==> src/rtl/irq_ctrl_pkg.sv <==
// Shared constants and helpers for the interrupt controller: register offsets,
// ACTIVE register field position, byte-lane merge and priority encoding.
package irq_ctrl_pkg;

    localparam logic [4:0] REG_RAW      = 5'h00;
    localparam logic [4:0] REG_ENABLE   = 5'h04;
    localparam logic [4:0] REG_MODE     = 5'h08;
    localparam logic [4:0] REG_POLARITY = 5'h0C;
    localparam logic [4:0] REG_PENDING  = 5'h10;
    localparam logic [4:0] REG_ACTIVE   = 5'h14;

    localparam int ACTIVE_VALID_BIT = 31;

    function automatic logic [31:0] lane_mask(input logic [3:0] strb);
        return {{8{strb[3]}}, {8{strb[2]}}, {8{strb[1]}}, {8{strb[0]}}};
    endfunction

    function automatic logic [31:0] merge_bytes(input logic [31:0] old_val,
                                                input logic [31:0] new_val,
                                                input logic [31:0] mask);
        return (old_val & ~mask) | (new_val & mask);
    endfunction

    // Scanning downward leaves the lowest set index as the final assignment.
    function automatic logic [4:0] lowest_set(input logic [31:0] vec);
        logic [4:0] idx;
        idx = 5'd0;
        for (int i = 31; i >= 0; i--) begin
            if (vec[i]) begin
                idx = 5'(i);
            end else begin
                idx = idx;
            end
        end
        return idx;
    endfunction

endpackage

==> src/rtl/irq_sync.sv <==
// One interrupt channel front end: multi-flop synchroniser, polarity
// inversion to an active level, and a rising-edge detector on that level.
module irq_sync #(
    parameter int SYNC_STAGES = 2
) (
    input  logic clk,
    input  logic reset,
    input  logic irq_in,
    input  logic polarity,
    input  logic edge_mask,
    output logic level,
    output logic rise
);

    logic [SYNC_STAGES-1:0] sync_r;
    logic                   hist_r;

    // Synchroniser shift chain
    always_ff @(posedge clk or posedge reset) begin
        if (reset) begin
            sync_r <= {SYNC_STAGES{1'b0}};
        end else begin
            sync_r <= {sync_r[SYNC_STAGES-2:0], irq_in};
        end
    end

    // Previous active level for edge detection
    always_ff @(posedge clk or posedge reset) begin
        if (reset) begin
            hist_r <= 1'b0;
        end else begin
            hist_r <= level;
        end
    end

    // A polarity change flips the level without a real source edge; edge_mask hides that cycle.
    assign level = sync_r[SYNC_STAGES-1] ^ polarity;
    assign rise  = level & ~hist_r & ~edge_mask;

endmodule

==> src/rtl/irq_ctrl.sv <==
// Interrupt controller: per-channel synchronisation and edge/level capture,
// a small register bank on a one-cycle-ack bus, and registered CPU outputs.
module irq_ctrl #(
    parameter int NUM_IRQ     = 8,
    parameter int SYNC_STAGES = 2
) (
    input  logic               clk,
    input  logic               reset,
    input  logic [NUM_IRQ-1:0] irq_in,
    input  logic               bus_valid,
    input  logic [4:0]         bus_addr,
    input  logic [31:0]        bus_wdata,
    input  logic [3:0]         bus_wstrb,
    output logic               bus_ready,
    output logic [31:0]        bus_rdata,
    output logic [31:0]        irq_out,
    output logic               irq_req,
    output logic [4:0]         irq_id
);
    import irq_ctrl_pkg::*;

    localparam logic [31:0] CHAN_MASK = (NUM_IRQ >= 32) ? 32'hFFFF_FFFF
                                                         : ((32'h1 << NUM_IRQ) - 32'h1);

    logic [31:0] level_s;
    logic [31:0] rise_s;
    logic [31:0] enable_r;
    logic [31:0] mode_r;
    logic [31:0] polarity_r;
    logic [31:0] pending_r;
    logic        pol_mask_r;
    logic        bus_ready_r;
    logic [31:0] bus_rdata_r;
    logic [31:0] irq_out_r;
    logic        irq_req_r;
    logic [4:0]  irq_id_r;

    logic [4:0]  reg_addr_s;
    logic        access_s;
    logic        wr_s;
    logic        rd_s;
    logic        pol_wr_s;
    logic [31:0] wmask_s;
    logic [31:0] enable_nxt_s;
    logic [31:0] mode_nxt_s;
    logic [31:0] polarity_nxt_s;
    logic [31:0] w1c_s;
    logic [31:0] pending_nxt_s;
    logic [31:0] rd_mux_s;
    logic [31:0] active_word_s;
    logic [31:0] out_vec_s;
    logic        unused_addr_s;

    assign unused_addr_s = ^bus_addr[1:0];

    for (genvar i = 0; i < 32; i++) begin : g_chan
        if (i < NUM_IRQ) begin : g_used
            irq_sync #(
                .SYNC_STAGES(SYNC_STAGES)
            ) u_sync (
                .clk       (clk),
                .reset     (reset),
                .irq_in    (irq_in[i]),
                .polarity  (polarity_r[i]),
                .edge_mask (pol_mask_r),
                .level     (level_s[i]),
                .rise      (rise_s[i])
            );
        end else begin : g_unused
            assign level_s[i] = 1'b0;
            assign rise_s[i]  = 1'b0;
        end
    end

    // Bus decode and next-state computation for the register bank
    always_comb begin
        reg_addr_s     = {bus_addr[4:2], 2'b00};
        access_s       = bus_valid & ~bus_ready_r;
        wr_s           = access_s & (|bus_wstrb);
        rd_s           = access_s & ~(|bus_wstrb);
        wmask_s        = lane_mask(bus_wstrb) & CHAN_MASK;
        enable_nxt_s   = enable_r;
        mode_nxt_s     = mode_r;
        polarity_nxt_s = polarity_r;
        w1c_s          = 32'h0;
        pol_wr_s       = 1'b0;
        if (wr_s) begin
            case (reg_addr_s)
                REG_ENABLE:   enable_nxt_s = merge_bytes(enable_r, bus_wdata, wmask_s);
                REG_MODE:     mode_nxt_s   = merge_bytes(mode_r, bus_wdata, wmask_s);
                REG_POLARITY: begin
                    polarity_nxt_s = merge_bytes(polarity_r, bus_wdata, wmask_s);
                    pol_wr_s       = 1'b1;
                end
                REG_PENDING:  w1c_s = bus_wdata & wmask_s;
                default:      w1c_s = 32'h0;
            endcase
        end else begin
            w1c_s = 32'h0;
        end
        // Edge bits: a new rise beats a simultaneous W1C. Level bits track the level.
        pending_nxt_s = ((mode_r & ((pending_r & ~w1c_s) | rise_s)) | (~mode_r & level_s))
                        & ~(mode_nxt_s ^ mode_r) & CHAN_MASK;
    end

    // Read data selection
    always_comb begin
        active_word_s                   = {27'd0, irq_id_r};
        active_word_s[ACTIVE_VALID_BIT] = irq_req_r;
        case (reg_addr_s)
            REG_RAW:      rd_mux_s = level_s;
            REG_ENABLE:   rd_mux_s = enable_r;
            REG_MODE:     rd_mux_s = mode_r;
            REG_POLARITY: rd_mux_s = polarity_r;
            REG_PENDING:  rd_mux_s = pending_r;
            REG_ACTIVE:   rd_mux_s = active_word_s;
            default:      rd_mux_s = 32'h0;
        endcase
    end

    assign out_vec_s = pending_r & enable_r;

    // Register bank and pending state
    always_ff @(posedge clk or posedge reset) begin
        if (reset) begin
            enable_r   <= 32'h0;
            mode_r     <= 32'h0;
            polarity_r <= 32'h0;
            pending_r  <= 32'h0;
            pol_mask_r <= 1'b0;
        end else begin
            enable_r   <= enable_nxt_s;
            mode_r     <= mode_nxt_s;
            polarity_r <= polarity_nxt_s;
            pending_r  <= pending_nxt_s;
            pol_mask_r <= pol_wr_s;
        end
    end

    // Bus handshake: accept on a non-ready cycle, acknowledge the next one
    always_ff @(posedge clk or posedge reset) begin
        if (reset) begin
            bus_ready_r <= 1'b0;
            bus_rdata_r <= 32'h0;
        end else if (access_s) begin
            bus_ready_r <= 1'b1;
            bus_rdata_r <= rd_s ? rd_mux_s : 32'h0;
        end else begin
            bus_ready_r <= 1'b0;
            bus_rdata_r <= 32'h0;
        end
    end

    // CPU-facing interrupt outputs
    always_ff @(posedge clk or posedge reset) begin
        if (reset) begin
            irq_out_r <= 32'h0;
            irq_req_r <= 1'b0;
            irq_id_r  <= 5'd0;
        end else begin
            irq_out_r <= out_vec_s;
            irq_req_r <= |out_vec_s;
            irq_id_r  <= lowest_set(out_vec_s);
        end
    end

    assign bus_ready = bus_ready_r;
    assign bus_rdata = bus_rdata_r;
    assign irq_out   = irq_out_r;
    assign irq_req   = irq_req_r;
    assign irq_id    = irq_id_r;

endmodule

==> config.mk <==
export PLATFORM = sky130hd
export DESIGN_NAME = irq_ctrl
export DESIGN_NICKNAME = d
export VERILOG_FILES = /design/src/rtl/irq_ctrl_pkg.sv /design/src/rtl/irq_sync.sv /design/src/rtl/irq_ctrl.sv
export SDC_FILE = /design/constraint.sdc
export NUM_CORES = 1
export LEC_CHECK = 0
export BUFFER_PORTS_ARGS = -buffer_cell sky130_fd_sc_hd__buf_2
export CELL_PAD_IN_SITES_DETAIL_PLACEMENT = 2
export CELL_PAD_IN_SITES_GLOBAL_PLACEMENT = 2
export CORE_MARGIN = 4
export CORE_UTILIZATION = 34
export DETAILED_ROUTE_END_ITERATION = 16
export PLACE_DENSITY = 0.93
export SYNTH_ARGS = -nofsm -noshare
export SYNTH_HDL_FRONTEND = slang
export SYNTH_SLANG_ARGS = --single-unit
==> constraint.sdc <==
create_clock -name clk -period 6.1 [get_ports clk]
set_input_delay 0.915 -clock clk [delete_from_list [all_inputs] [get_ports clk]]
set_output_delay 0.915 -clock clk [all_outputs]
set_load 0.03 [all_outputs]
==> flow_summary.yaml, run 1 <==
worst_setup_path:
  cp-start-kind: "input port"
  cp.depth: 5
  path_delay_family: "simple AND/OR/NAND/NOR gates"
  crit_path_end_kind: "flip-flop"
  slowest_stage: "nor2b_1"
  r2r_cells: 4
  worstPathArrival_ns: 2.91
  cp.required_ns: 6.31
  critPathMaxStageDelay_ns: 0.99
  crit_chain: "buf_2 -> nor2b_1 -> mux2i_1 -> o211ai_1 -> nand2_1"
  worstSetupPathType: "input port to flip-flop"
  cp-startpoint: "bus_addr[3]"
  crit_buf_inv: 1
  r2r_start: "bus_ready"
  r2r_setup_slack_ns: 4.14
  crit_fanout: 25
worst_hold_path:
  whs_path_depth: 0
  hold_start: "g_chan[5].g_used.u_sync.sync_r[0]"
  hold_class: "flip-flop to flip-flop"
route:
  drt_pass1_iterations: 6
  vias: 2705
  viasPerCell: 5.02
  routed_wl_mm: 10.5
  route.detailed.drc: 0
  wl_per_cell_um: 19.5
  detail_route.iter0.violations: 121
  drtAntennaViolNets: 0
cts:
  cts_resized: 0
  htree_levels: 3
  root_buffer: "clkbuf_16"
  ctsHoldBuffers: 0
  cts_tree: "done"
  cts_buffer_depth: 2
  clk_pin_slew_ns: 0.07
  post_cts_buffers: 0
  clkSinkCount: 79
  clk_latency_ns: 0.33
  cts_buffers: 9
timing:
  final-setup-viol-count: 0
  slew_viol_final: 0
  fmax_mhz: 370
  worst_pin_slew_ns: 1.19
  rsz0062_at_grt: "no"
  relSlewSlack: 0.208
  hold_violations: 0
  finalSetupTns_ns: 0
  finalCriticalPeriod_ns: 2.71
  timing.final.ws_setup_ns: 3.39
  min_period_over_period: 0.444
  fin_skew_ns: 0.00874
yosys:
  yosysTopAreaCell: "dfrtp_1"
  yosysUniqueCellTypes: 48
  synth.yosys.seq_area_share: 0.515
  synth_flop_cell: "dfrtp_1"
  netlist.area_leader.share: 0.515
  ys_async_sr_fraction: 1.00
  ys_ff_latch: 79
  synth_area_per_cell_um2: 11.1
  yosysWarnings: 0
  synth_edf_count: 0
  synth_area_mm2: 0.00384
  synth_area_leaders: "dfrtp_1 (52%), buf_4 (10%), nand2_1 (4.1%)"
  syn_inst: 346
run_status:
  status: "finished, final reports clean"
grt:
  grt_max_degree: 80
  grt_pass1_wl_mm: 16.6
  track_usage: 0.166
  antenna_found_initial: 0
  grt_overflow_total: 0
  grt_pass1_vias: 3008
place:
  globalplace.congestion: 0.811
  place_ws_ns: 3.13
  placed_area_mm2: 0.00401
  portBuffers: 47
  post-dp-hpwl_mm: 7.16
cells_and_area:
  syn2layout_area_growth_pct: 12.4
  diodes: 0
  layout-drive-gt1-share: 0.241
  nets: 446
  utilization: 0.394
  design_area_mm2: 0.00431
power:
  vdd_drop_max_uv: 149
  power_density_mw_per_mm2: 382
  p_leak_nw: 2.16
  power.total_mw: 1.65
die:
  io_pins: 123
  row_count: 38
  die_area_mm2: 0.0130
  start_util: 0.351
  fp.coreArea_mm2: 0.0109
  fp.dieH_um: 114
  die_w_um: 114
flow_run:
  cap_violations: 0
==> power breakdown <==
group / leakage (nW) / switching [mW] / total (mW) / internal, mW
combinational: 1.04 / 0.245 / 0.383 / 0.137
clock: 0.137 / 0.225 / 0.554 / 0.330
sequential: 0.983 / 0.0833 / 0.711 / 0.628
total: 2.16 / 0.553 / 1.65 / 1.09
==> Yosys cell counts (4+ instances only) <==
library cell / count
and2_1: 4
o211ai_1: 8
mux2_2: 13
o2111ai_1: 4
mux2_4: 8
xor2_1: 7
mux2i_1: 9
o31ai_1: 4
buf_2: 5
nand3_1: 7
a22oi_1: 7
or3_1: 4
inv_1: 14
nand2_1: 42
o21ai_0: 8
dfrtp_1: 79
nand2b_1: 5
nor2b_1: 5
a211o_1: 4
a21oi_1: 6
buf_4: 51
nor2_1: 13
==> worst paths after layout <==
| path | endpoint |
|---|---|
| max | pending_r[6] |
| min | g_chan[5].g_used.u_sync.sync_r[1] |
| max reg2reg | pending_r[5] |
| min reg2reg | g_chan[5].g_used.u_sync.sync_r[1] |
| max in group asynchronous | g_chan[5].g_used.u_sync.sync_r[0] |
| min in group asynchronous | g_chan[2].g_used.u_sync.hist_r |
==> routing by layer <==
layer  share of wire  global-route usage  vias to the layer above
met1            0.43               0.206                     1412
met5               0                   0                        -
met3           0.054              0.0470                       18
met4           0.018              0.0570                        0
met2            0.50               0.279                       88
li1                -                   -                     1187
==> cells in the final DEF, fill, tap and decap left out, types with 4 or more instances in the layout <==
master,instances
a211o_1,4
a21oi_1,6
a22oi_1,7
and2_1,4
buf_2,47
clkbuf_16,9
clkinvlp_4,4
conb_1,49
dfrtp_1,79
inv_1,13
mux2_2,13
mux2_4,8
mux2i_1,9
nand2_1,42
nand2b_1,5
nand3_1,7
nor2_1,13
nor2b_1,5
o2111ai_1,4
o211ai_1,8
o21ai_0,8
o31ai_1,4
or3_1,4
xor2_1,7
==> worst reg2reg max path: cells and delay by family, from the launching register on <==
kind | cells | cell delay [ns]
AOI/OAI and AO/OA | 1 | 0.56
DFF | 1 | 0.42
and+or+nand+nor | 3 | 0.83
==> cell families (layout without fill, tap and decap cells) <==
logic type                Yosys count  count (layout)  share of synthesized area
buffers and inverters              74              79                      0.128
xor gates and xnor gates            8               8                     0.0183
and+or+nand+nor                    96              96                      0.131
AOI/OAI and AO/OA                  57              57                      0.108
DFF                                79              79                      0.515
muxes                              31              31                     0.0988
other                               1              49                   0.000978
==> cell type report <==
| cell class | instances | area (um2) |
|---|---|---|
| clock inverter | 6 | 68.8 |
| timing repair buffer | 49 | 250 |
| clock buffer | 10 | 239 |
| fill | 1158 | 6620 |
| multi-input combinational | 241 | 1550 |
| inverter | 14 | 53.8 |
| sequential | 79 | 1980 |
| tap | 140 | 175 |
==> per-stage QoR <==
step / std cells / hold slack (ns)
after global routing: 539 / 0.356
after detailed placement: 523 / 0.336
after global placement: 523 / 0.335
final: 539 / 0.340
after CTS: 539 / 0.347
after floorplan: 394 / 0.331
Power figures use the tool's default switching activity.
==> run 2, diff against run 1 <==
--- a/config.mk
+++ b/config.mk
@@ -5,13 +5,14 @@
 export SDC_FILE = /design/constraint.sdc
 export NUM_CORES = 1
 export LEC_CHECK = 0
+export ABC_AREA = 1
 export BUFFER_PORTS_ARGS = -buffer_cell sky130_fd_sc_hd__buf_2
 export CELL_PAD_IN_SITES_DETAIL_PLACEMENT = 2
 export CELL_PAD_IN_SITES_GLOBAL_PLACEMENT = 2
 export CORE_MARGIN = 4
-export CORE_UTILIZATION = 34
+export CORE_UTILIZATION = 26
 export DETAILED_ROUTE_END_ITERATION = 16
-export PLACE_DENSITY = 0.93
+export PLACE_DENSITY = 0.83
 export SYNTH_ARGS = -nofsm -noshare
 export SYNTH_HDL_FRONTEND = slang
 export SYNTH_SLANG_ARGS = --single-unit
==> constraint.sdc (replaced) <==
create_clock -name clk -period 2.2 [get_ports clk]
set_input_delay 0.33 -clock clk [delete_from_list [all_inputs] [get_ports clk]]
set_output_delay 0.33 -clock clk [all_outputs]
set_load 0.03 [all_outputs]
==> flow_summary.yaml, run 2 <==
place:
  post-dp-hpwl_mm: 7.71
  portBuffers: 47
  place_ws_ns: 0.455
  globalplace.congestion: 0.790
cts:
  post_cts_buffers: 0
  cts_resized: 0
  cts_buffer_depth: 2
  cts_tree: "done"
  ctsHoldBuffers: 0
  clk_pin_slew_ns: 0.06
  root_buffer: "clkbuf_16"
  cts_buffers: 9
  htree_levels: 3
  clkSinkCount: 79
  clk_latency_ns: 0.34
timing:
  rsz0062_at_grt: "no"
  whs_ns: 0.0930
  finalSetupTns_ns: 0
  fin_skew_ns: 0.00684
  final-setup-viol-count: 0
  worst_pin_slew_ns: 0.523
  fmax_mhz: 648
  relSlewSlack: 0.650
  slew_viol_final: 0
  min_period_over_period: 0.702
  finalCriticalPeriod_ns: 1.54
  hold_violations: 0
  timing.final.ws_setup_ns: 0.656
yosys:
  ys_async_sr_fraction: 1.00
  synth.yosys.seq_area_share: 0.532
  synthTopCellsByCount: "nand2_1 (87), dfrtp_1 (79), buf_4 (54), inv_1 (49), o21ai_0 (28)"
  yosysUniqueCellTypes: 27
  synth_area_mm2: 0.00371
  synthMuxAreaShare: 0.00404
  synth_xor_area_frac: 0.0189
  synth_top_family_by_area: "simple AND/OR/NAND/NOR gates"
  syn_inst: 413
  synthSimpleGateAreaFrac: 0.180
  synth_flop_cell: "dfrtp_1"
  synth_area_leaders: "dfrtp_1 (53%), buf_4 (11%), nand2_1 (8.8%)"
  synth_area_per_cell_um2: 8.99
  synth-adder-area-share: 0
  yosys.cell_count.top_type: "nand2_1"
  yosysTopAreaCell: "dfrtp_1"
  yosysWarnings: 0
  synth_compound_area_frac: 0.0987
  synth_edf_count: 0
  ys_ff_latch: 79
  netlist.area_leader.share: 0.532
cells_and_area:
  nFillCells: 1578
  layout-drive-gt1-share: 0.175
  diodes: 0
  nets: 522
  final_cell_mix: "nand2_1 (87), dfrtp_1 (79), conb_1 (49), inv_1 (48), buf_2 (47)"
  layout_commonest_cell: "nand2_1"
  syn2layout_area_growth_pct: 14.5
route:
  vias: 2881
  drt_pass1_iterations: 4
  detail_route.iter0.violations: 95
  viasPerCell: 4.41
  routed_wl_mm: 10.7
  route.detailed.drc: 0
  wl_per_cell_um: 16.5
  drtAntennaViolNets: 0
grt:
  met3_usage: 0.0406
  met1_usage: 0.171
  grt_max_degree: 80
  track_usage: 0.138
  grt_pass1_vias: 3236
  grt_overflow_total: 0
  antenna_found_initial: 1
  grt_pass1_wl_mm: 17.3
  grt-busiest-layer: "met2"
  grtUsageMet2: 0.234
worst_setup_path:
  worstPathArrival_ns: 1.82
  r2r_setup_slack_ns: 0.66
  crit_fanout: 23
  crit_end: "pending_r[5]"
  reg2reg_to: "pending_r[5]"
  cp-start-kind: "flip-flop"
  crit_chain: "inv_1 -> nand3_2 -> nor2_8 -> nand2_1 -> o21ai_2 -> nand3_1 -> nand2_1"
  cp-startpoint: "bus_ready"
  critPathMaxStageDelay_ns: 0.43
  crit_path_end_kind: "flip-flop"
  cp.required_ns: 2.48
  cpMostUsedCell: "nand2_1"
  r2r_start: "bus_ready"
  r2r_cells: 7
  worstSetupPathType: "flip-flop to flip-flop"
  slowest_stage: "nor2_8"
die:
  die_area_mm2: 0.0163
  io_pins: 123
  fp.dieH_um: 128
  row_count: 43
  fp.coreArea_mm2: 0.0139
  start_util: 0.267
  die_w_um: 128
power:
  vdd_drop_max_uv: 426
  power_density_mw_per_mm2: 1040
  power.total_mw: 4.40
  p_leak_nw: 2.22
worst_hold_path:
  hold_class: "input port to asynchronous set/reset pin"
run_status:
  status: "finished, final reports clean"
flow_run:
  cap_violations: 0
-- run 2: cell count changes in the layout (fill, tap and decap cells not counted), moves of 8 or more --
cell,delta
a21oi_1,+11
inv_1,+35
mux2_2,-13
mux2i_1,-9
nand2_1,+45
nand3_1,+12
nand4_1,+8
nor2_1,+11
o211ai_1,-8
o21ai_0,+20
o21ai_1,+14
-- run 2: worst max-delay path, delay by kind of cell (launching register included) --
| family | cells | cell delay [ns] |
|---|---|---|
| AND/OR/NAND/NOR | 5 | 0.92 |
| flip-flops | 1 | 0.38 |
| AO/OA/AOI/OAI | 1 | 0.10 |
| buffers and inverters | 1 | 0.07 |
-- run 2: worst min path at each step --
stage / endpoint / slack [ns] / cells past startpoint / start
3_3_place_gp: g_chan[0].g_used.u_sync.sync_r[1] / 0.34 / 0 / g_chan[0].g_used.u_sync.sync_r[0]
4_1_cts: g_chan[3].g_used.u_sync.sync_r[0] / 0.08 / 1 / irq_in[3]
6_report: g_chan[7].g_used.u_sync.sync_r[0] / 0.09 / 3 / reset
2_1_floorplan: g_chan[0].g_used.u_sync.sync_r[1] / 0.33 / 0 / g_chan[0].g_used.u_sync.sync_r[0]
3_5_place_dp: g_chan[2].g_used.u_sync.sync_r[1] / 0.34 / 0 / g_chan[2].g_used.u_sync.sync_r[0]
5_1_grt: g_chan[3].g_used.u_sync.sync_r[0] / 0.08 / 1 / irq_in[3]
-- run 2: metal layers --
| layer | wire length [um] | up-vias |
|---|---|---|
| met2 | 5340 | 81 |
| li1 | - | 1323 |
| met5 | 7 | - |
| met1 | 4640 | 1457 |
| met3 | 551 | 18 |
| met4 | 197 | 2 |
-- run 2: through the flow --
stage          instance area [um2]  instances   util
2_1_floorplan                 3900        461      -
3_3_place_gp                  4010        639  0.288
3_5_place_dp                  4010        639  0.288
4_1_cts                       4250        653  0.305
5_1_grt                       4250        653  0.305
6_report                      4250        653  0.305
-- run 2: cell type report --
| cell class | count | area [um2] | area share |
|---|---|---|---|
| sequential | 79 | 1980 | 0.465 |
| multi-input combinational | 275 | 1310 | 0.307 |
| timing repair buffer | 55 | 308 | 0.0724 |
| clock buffer | 12 | 236 | 0.0556 |
| tap | 180 | 225 | 0.0530 |
| inverter | 50 | 191 | 0.0450 |
| clock inverter | 2 | 10.0 | 0.00235 |
-- run 2: kinds of logic (layout without fill, tap and decap cells) --
kind of cell,Yosys count,in the layout
AOI/OAI and AO/OA,68,68
other,1,49
muxes,1,1
buffers and inverters,107,119
xor gates and xnor gates,8,8
and+or+nand+nor,149,149
DFF,79,79
-- run 2: power breakdown --
part           switching, mW  internal (mW)  total (mW)
clock                  0.561          0.748        1.31
combinational          0.834          0.317        1.15
sequential             0.188           1.76        1.94
